==> src/rtl/adder_n_if.sv <==
// adder_n_if: operand/result bundle for the registered adder.
// Optional macro ADDER_OVF_EN adds the signed-overflow flag Ovf.
interface adder_n_if #(
  parameter int unsigned n = 32
);
  logic         In_valid;
  logic [n-1:0] A;
  logic [n-1:0] B;
  logic         Cin;
  logic [n-1:0] Sum;
  logic         Cout;
  logic         Out_valid;
`ifdef ADDER_OVF_EN
  logic         Ovf;

  modport master (
    output In_valid, A, B, Cin,
    input  Sum, Cout, Out_valid, Ovf
  );

  modport slave (
    input  In_valid, A, B, Cin,
    output Sum, Cout, Out_valid, Ovf
  );
`else
  modport master (
    output In_valid, A, B, Cin,
    input  Sum, Cout, Out_valid
  );

  modport slave (
    input  In_valid, A, B, Cin,
    output Sum, Cout, Out_valid
  );
`endif
endinterface

==> src/rtl/adder_n.sv <==
// adder_n: registered n-bit adder on a 4-bit-group carry-lookahead core.
// Result {Cout, Sum} = A + B + Cin, valid one clock after In_valid.
// Optional macro ADDER_OVF_EN registers the signed-overflow flag Ovf.
module adder_n #(
  parameter int unsigned n = 32
) (
  input  logic      clk,
  input  logic      rst_n,
  adder_n_if.slave  bus
);

  localparam int unsigned NG = n / 4;

  logic [n-1:0]  g;
  logic [n-1:0]  p;
  logic [NG-1:0] grp_g;
  logic [NG-1:0] grp_p;
  logic [NG:0]   grp_c;
  logic [n-1:0]  bit_c;
  logic [n-1:0]  sum_d;
  logic          cout_d;

  logic [n-1:0]  sum_q;
  logic          cout_q;
  logic          valid_q;

  // Per-bit generate/propagate and per-group lookahead terms.
  always_comb begin
    g     = bus.A & bus.B;
    p     = bus.A ^ bus.B;
    grp_g = '0;
    grp_p = '0;
    for (int unsigned k = 0; k < NG; k++) begin
      grp_g[k] = g[4*k+3]
               | (p[4*k+3] & g[4*k+2])
               | (p[4*k+3] & p[4*k+2] & g[4*k+1])
               | (p[4*k+3] & p[4*k+2] & p[4*k+1] & g[4*k]);
      grp_p[k] = &p[4*k +: 4];
    end
  end

  // Group carries from group G/P, then bit carries inside each group.
  always_comb begin
    grp_c    = '0;
    bit_c    = '0;
    grp_c[0] = bus.Cin;
    for (int unsigned k = 0; k < NG; k++) begin
      grp_c[k+1] = grp_g[k] | (grp_p[k] & grp_c[k]);
    end
    for (int unsigned k = 0; k < NG; k++) begin
      bit_c[4*k]   = grp_c[k];
      bit_c[4*k+1] = g[4*k] | (p[4*k] & grp_c[k]);
      bit_c[4*k+2] = g[4*k+1] | (p[4*k+1] & g[4*k])
                   | (p[4*k+1] & p[4*k] & grp_c[k]);
      bit_c[4*k+3] = g[4*k+2] | (p[4*k+2] & g[4*k+1])
                   | (p[4*k+2] & p[4*k+1] & g[4*k])
                   | (p[4*k+2] & p[4*k+1] & p[4*k] & grp_c[k]);
    end
    sum_d  = p ^ bit_c;
    cout_d = grp_c[NG];
  end

  // Result registers load on In_valid and hold otherwise; valid follows In_valid.
  always_ff @(posedge clk or negedge rst_n) begin
    if (!rst_n) begin
      sum_q   <= '0;
      cout_q  <= 1'b0;
      valid_q <= 1'b0;
    end else begin
      valid_q <= bus.In_valid;
      if (bus.In_valid) begin
        sum_q  <= sum_d;
        cout_q <= cout_d;
      end
    end
  end

  assign bus.Sum       = sum_q;
  assign bus.Cout      = cout_q;
  assign bus.Out_valid = valid_q;

`ifdef ADDER_OVF_EN
  logic ovf_d;
  logic ovf_q;

  // Signed overflow: like-signed operands producing a differently signed sum.
  always_comb begin
    ovf_d = (bus.A[n-1] == bus.B[n-1]) && (sum_d[n-1] != bus.A[n-1]);
  end

  // Overflow flag register, loads and holds alongside Sum.
  always_ff @(posedge clk or negedge rst_n) begin
    if (!rst_n) begin
      ovf_q <= 1'b0;
    end else if (bus.In_valid) begin
      ovf_q <= ovf_d;
    end
  end

  assign bus.Ovf = ovf_q;
`endif

endmodule

==> src/flat_wrapper.sv <==
// flat-port wrapper written by rule: the top's interface ports become plain ports
module adder_n_flat 
#(
  parameter int unsigned n = 32
)
  (clk, rst_n, bus_In_valid, bus_A, bus_B, bus_Cin, bus_Sum, bus_Cout, bus_Out_valid);
  adder_n_if #(.n(n)) bus_i ();
  input  logic clk;
  input  logic rst_n;
  input wire logic [$bits(bus_i.In_valid)-1:0] bus_In_valid;
  input wire logic [$bits(bus_i.A)-1:0] bus_A;
  input wire logic [$bits(bus_i.B)-1:0] bus_B;
  input wire logic [$bits(bus_i.Cin)-1:0] bus_Cin;
  output wire logic [$bits(bus_i.Sum)-1:0] bus_Sum;
  output wire logic [$bits(bus_i.Cout)-1:0] bus_Cout;
  output wire logic [$bits(bus_i.Out_valid)-1:0] bus_Out_valid;
  assign bus_i.In_valid = bus_In_valid;
  assign bus_i.A = bus_A;
  assign bus_i.B = bus_B;
  assign bus_i.Cin = bus_Cin;
  assign bus_Sum = bus_i.Sum;
  assign bus_Cout = bus_i.Cout;
  assign bus_Out_valid = bus_i.Out_valid;
  adder_n #(.n(n)) u_core (.clk(clk), .rst_n(rst_n), .bus(bus_i));
endmodule
==> config.mk <==
export PLATFORM = sky130hd
export DESIGN_NAME = adder_n_flat
export DESIGN_NICKNAME = d
export VERILOG_FILES = /design/src/rtl/adder_n_if.sv /design/src/rtl/adder_n.sv /design/src/flat_wrapper.sv
export SDC_FILE = /design/constraint.sdc
export NUM_CORES = 1
export LEC_CHECK = 0
export CAP_MARGIN = 20
export CORE_MARGIN = 3
export CORE_UTILIZATION = 48
export CTS_CLUSTER_SIZE = 24
export DETAILED_ROUTE_END_ITERATION = 7
export PLACE_DENSITY = 0.94
export SLEW_MARGIN = 0
export SYNTH_ARGS = -nofsm -noshare
export SYNTH_HDL_FRONTEND = slang
export SYNTH_SLANG_ARGS = --single-unit
==> constraint.sdc <==
create_clock -name clk -period 1.5 [get_ports clk]
set_input_delay 0.3 -clock clk [delete_from_list [all_inputs] [get_ports clk]]
set_output_delay 0.3 -clock clk [all_outputs]
set_load 0.1 [all_outputs]
==> impl_metrics.csv, run 1 <==
group,metric,value,unit
synthesis,postSynthRegisterBits,34,
cts,cts_resized,253,
cts,postCtsSetupRepairBufs,28,
die,initial_core_util,50.26,%
outcome,failing_step,"clock tree synthesis (4_1_cts)",
synthesis,syn_nets,352,
outcome,toolErrorMsg,"[ERROR DPL-0038] Utilization greater than 100%, impossible to legalize",
placed_design,finalWeightedCongestion,0.8194,
outcome,run_status,"did not finish",
synthesis,ys.flop_type,"sky130_fd_sc_hd__dfrtp_1",
placed_design,dpl_cell_area,4796,sq um
synthesis,post_synth.cell_area_avg,10.72,sq um
cts,cts_made_buffers,5,
die,num_io_pins,102,
cts,clk_root_buffer_cell,"sky130_fd_sc_hd__clkbuf_8",
synthesis,ys_types,48,
placed_design,numPortBuffers,101,
die,std_cell_rows,26,
synthesis,yosysWarningCount,0,
cts,clkSinkCount,34,
cts,cts_max_path_buffers,2,
die,die_width,79.83,microns
die,floorplan.die.height,79.83,microns
synthesis,synth_enable_flop_cells,0,
cts,clock_tree.htree_level_count,2,
synthesis,synth_async_sr_flop_share,100.0,%
synthesis,synth_sequential_area_ratio,32.52,%
cts,hold_buffers,1,
placed_design,dp_hpwl,7457,microns
synthesis,mappedNetlistArea,2616,sq um
synthesis,post_synth_inst_count,244,
==> cell usage after synthesis (2+ instances only) <==
master,instances,area share (%)
sky130_fd_sc_hd__dfrtp_1,34,33
sky130_fd_sc_hd__ha_1,32,15
sky130_fd_sc_hd__a21oi_1,20,3.8
sky130_fd_sc_hd__mux2_2,19,8.2
sky130_fd_sc_hd__xnor2_1,17,5.7
sky130_fd_sc_hd__inv_1,14,2.0
sky130_fd_sc_hd__nor2_1,13,1.9
sky130_fd_sc_hd__a21o_1,8,2.3
sky130_fd_sc_hd__fa_1,8,6.1
sky130_fd_sc_hd__nand2_1,8,1.1
sky130_fd_sc_hd__o21ai_0,6,1.1
sky130_fd_sc_hd__and3_1,4,0.96
sky130_fd_sc_hd__clkbuf_1,4,0.57
sky130_fd_sc_hd__o21ai_1,4,0.77
sky130_fd_sc_hd__or3_1,4,0.96
sky130_fd_sc_hd__a31o_1,3,1.0
sky130_fd_sc_hd__a31oi_1,3,0.72
sky130_fd_sc_hd__nor2b_1,3,0.72
sky130_fd_sc_hd__a211oi_1,2,0.57
sky130_fd_sc_hd__a211oi_2,2,0.96
sky130_fd_sc_hd__mux2i_1,2,0.77
sky130_fd_sc_hd__nand3_1,2,0.38
sky130_fd_sc_hd__nand4_1,2,0.48
sky130_fd_sc_hd__nor3b_1,2,0.57
sky130_fd_sc_hd__o21a_1,2,0.57
sky130_fd_sc_hd__o21bai_1,2,0.57
sky130_fd_sc_hd__o22ai_1,2,0.48
sky130_fd_sc_hd__xor2_1,2,0.67
==> metrics by stage <==
step                      TNS (ns)  cells  setup WS [ns]  util (%)
after detailed placement    -38.01    474         -1.437     92.14
after global placement      -34.59    474         -1.304     92.14
after floorplan             -14.21    244        -0.7290         -
==> cell families after synthesis <==
logic type / share of synthesized area (%)
DFF: 32.52
muxes: 9.517
and+or+nand+nor: 8.513
xor gates and xnor gates: 6.361
AOI/OAI and AO/OA: 18.79
buffers and inverters: 2.869
adders and majority gates: 21.42
==> inputs of run 2 (changes only) <==
CORE_UTILIZATION = 40   (was 48)
CTS_CLUSTER_SIZE = not set   (was 24)
PLACE_DENSITY = not set   (was 0.94)
PLACE_DENSITY_LB_ADDON = 0.15   (was not set)
==> impl_metrics.csv, run 2 <==
group,metric,value,unit
outcome,run_status,"finished, violations left",
outcome,failed_checks,"negative setup slack",
synthesis,yosys.area_share.xor_xnor,6.361,%
global_route,antenna_violations_before_repair,0,
synthesis,synthDominantCellAreaShare,32.52,%
pwr,leakage_power_of_the_design,2.426,nW
global_route,grt_start_max_net_pins,47,
synthesis,synth_sequential_area_ratio,32.52,%
sta,fmax,0.4313,GHz
min_path,timing.hold.worst.class,"in2reg",
cts,clkSinkCount,34,
die,die_width,86.88,microns
layout,largest_register_ffs,32,
setup_path,worstPathArrival,2.49,ns
drt,routed_via_density,5.559,
synthesis,postSynthRegisterBits,34,
pwr,p_comb_share,67.6,%
setup_path,timing.critical_path.from_type,"primary input",
synthesis,yosysWarningCount,0,
synthesis,synth.area.top_cells,"sky130_fd_sc_hd__dfrtp_1 (33%), sky130_fd_sc_hd__ha_1 (15%), sky130_fd_sc_hd__mux2_2 (8.2%)",
layout,area_growth,106.6,%
pwr,portion_of_total_power_attributed_to_sequential_cells,21.9,%
placed_design,finalWeightedCongestion,0.8436,
sta,worst-slew-pin-transition,0.5264,ns
die,num_io_pins,102,
synthesis,syn_nets,352,
sta,holdWs,0.4006,ns
sta,maxSlewHeadroom,64.53,%
placed_design,dp.cells,477,
setup_path,worstPathCellList,"dlygate4sd2_1 > ha_4 > a21oi_4 > o21bai_1 > a21oi_2 > o21ai_2 > a22oi_2 > nand2_1 > fa_2 > mux2_4",
sta,finalWorstSetupSlack,-0.8184,ns
global_route,grt_use_met1,27.31,%
drt,detailedRoute.firstPassIterationCount,4,
setup_path,worstPathBufferInverterCount,1,
synthesis,synth_async_sr_flop_share,100.0,%
drt,post_drt_antenna_nets,0,
synthesis,mappedNetlistArea,2616,sq um
global_route,met2_demand_to_capacity_share_in_global_routing,47.34,%
synthesis,synth_top_family_by_area,"adder cells",
layout,post_layout_nonfiller_instances,510,
synthesis,synthMostInstantiatedCell,"sky130_fd_sc_hd__dfrtp_1",
job,drv_cap,0,
layout,drive_gt1_share,63.68,%
drt,avgRoutedWirePerCell,20.69,microns
layout,multi_input_area,2422,sq um
sta,fin_crit_sh,154.6,%
synthesis,synth-simple-area-share,8.513,%
global_route,grt_pass1_vias,3028,
synthesis,synth_common_cells,"sky130_fd_sc_hd__dfrtp_1 (34), sky130_fd_sc_hd__ha_1 (32), sky130_fd_sc_hd__a21oi_1 (20), sky130_fd_sc_hd__mux2_2 (19), sky130_fd_sc_hd__xnor2_1 (17)",
setup_path,worst-path-max-fanout,2,
cts,cts_max_path_buffers,2,
global_route,grt_pass1_wl,14810,microns
die,die_area,7547,sq um
drt,residual_drc,0,
pwr,power_per_cell_area,1165,nW/um^2
pwr,worst_ir_drop_vdd,0.9659,mV
drt,vias,2835,
sta,layout_min_cycle_time,2.318,ns
die,placeableCoreArea,6131,sq um
synthesis,post_synth_fa_ha_maj_area_fraction,21.43,%
pwr,power.share.clock,10.5,%
sta,skew,0,ns
setup_path,crit_path_end_kind,"flop",
synthesis,post_synth_inst_count,244,
layout,register_area,850.8,sq um
setup_path,critPathKind,"in2reg",
setup_path,cp_slowest_cell,"sky130_fd_sc_hd__fa_2",
sta,rsz0062_at_grt,"true",
synthesis,post_synth.cell_area_avg,10.72,sq um
global_route,groute.layer.met3.usage,6.339,%
die,floorplan.die.height,86.88,microns
placed_design,dpl_cell_area,4775,sq um
setup_path,path_delay_family,"compound AO/OA/AOI/OAI gates",
global_route,globalRoute.totalOverflow,0,
layout,layout_commonest_cell,"sky130_fd_sc_hd__buf_4",
pwr,power.share.switching,48.37,%
sta,final.setup.tns,-17.74,ns
drt,drt_first_iter_violations,66,
die,std_cell_rows,28,
synthesis,ys.flop_type,"sky130_fd_sc_hd__dfrtp_1",
cts,cts_made_buffers,5,
setup_path,cp_data_required_time,1.67,ns
global_route,top_usage_layer,"met2",
sta,final-setup-viol-count,29,
synthesis,compound_gate_fraction_of_synth_area,18.79,%
placed_design,numPortBuffers,101,
layout,final_net_count,543,
cts,cts.clk_slew.worst_paths,0.07,ns
die,initial_core_util,42.67,%
sta,report.final.hold_viol_count,0,
sta,report.final.slew_viol_count,0,
cts,cts_tree,"yes",
layout,post-route-util,88.18,%
synthesis,synth.largest_area_cell,"sky130_fd_sc_hd__dfrtp_1",
drt,drt_wl_total,10550,microns
placed_design,dp_hpwl,6295,microns
layout,layout.cells.most_common_list,"sky130_fd_sc_hd__buf_4 (78), sky130_fd_sc_hd__buf_12 (35), sky130_fd_sc_hd__dfrtp_1 (34)",
layout,fillers,274,
cts,clock_network_latency_to_the_later_pin_of_the_worst_skew_pair,0.28,ns
cts,clock_tree.htree_level_count,2,
global_route,gr-usage-all-layers,25.12,%
synthesis,ys_types,48,
cts,clk_root_buffer_cell,"sky130_fd_sc_hd__clkbuf_8",
layout,antenna-diode-count,0,
pwr,intPower,3.253,mW
pwr,power_dissipated_by_switching_net_loads,3.048,mW
synthesis,muxShareOfSynthArea,9.517,%
synthesis,synth_enable_flop_cells,0,
setup_path,cpPeakStageDelay,0.43,ns
layout,finalInstanceArea,5406,sq um
-- run 2: what timing repair did --
action                                  CTS  global route
pin swaps                                85            26
hold endpoints to repair                 16             0
resized for setup                       233            38
endpoints found under the setup margin   31            29
hold buffers                              1             0
buffers inserted                         21             5
-- run 2: worst paths after layout --
kind / endpoint / from / slack, ns / cells past startpoint
max: u_core.bus.Sum[28]$_DFFE_PN0P_ / bus_A[20] / -0.82 / 10
min in group asynchronous: u_core.bus.Sum[25]$_DFFE_PN0P_ / rst_n / 0.49 / 2
max reg2reg: u_core.bus.Sum[11]$_DFFE_PN0P_ / u_core.bus.Sum[11]$_DFFE_PN0P_ / 0.62 / 2
min reg2reg: u_core.bus.Sum[0]$_DFFE_PN0P_ / u_core.bus.Sum[0]$_DFFE_PN0P_ / 0.57 / 2
max in group asynchronous: u_core.bus.Sum[24]$_DFFE_PN0P_ / rst_n / 0.50 / 3
min: u_core.bus.Out_valid$_DFF_PN0_ / bus_In_valid / 0.40 / 2
-- run 2: cell type report --
cell class                 count  share of cell area [%]
timing repair buffer         189                   35.29
clock buffer                   5                   1.273
multi-input combinational    191                   44.80
sequential                    34                   15.74
tap                           75                   1.736
clock inverter                 2                  0.1851
inverter                      14                  0.9720
-- run 2: cells by family (layout without fill, tap and decap cells) --
| logic type | Yosys count | in the layout |
|---|---|---|
| muxes | 22 | 22 |
| xor gates and xnor gates | 19 | 19 |
| buffers and inverters | 19 | 210 |
| and+or+nand+nor | 43 | 43 |
| AOI/OAI and AO/OA | 67 | 67 |
| adders and majority gates | 40 | 40 |
| DFF | 34 | 34 |
-- run 2: metrics by stage --
step / power (mW) / setup WS, ns
floorplan: 3.535 / -0.7290
global route: 6.528 / -0.8504
finish: 6.300 / -0.8184
CTS: 6.073 / -0.6399
global placement: 5.112 / -1.312
detailed placement: 5.186 / -1.398
-- run 2: power groups by stage --
stage,sequential (mW),clock (mW),combinational (mW)
4_1_cts,1.37,0.662,4.04
2_1_floorplan,2.79,0,0.749
3_5_place_dp,1.38,0,3.81
5_1_grt,1.40,0.726,4.40
3_3_place_gp,1.37,0,3.74
6_report,1.38,0.664,4.26
-- run 2: metal layers --
metal	vias up	wire length [microns]	share of wire, %
met5	-	0	0
met4	0	410	3.9
met3	41	680	6.4
met2	129	5793	55
met1	1391	3665	35
li1	1274	-	-
-- run 2: worst register-to-register path, cell delays in order (launching register included) --
cell and delay, ns:
sky130_fd_sc_hd__dfrtp_1 0.42, sky130_fd_sc_hd__nor2b_1 0.16, sky130_fd_sc_hd__a31o_1 0.19
Note: power is estimated with default switching activity, not from simulation.
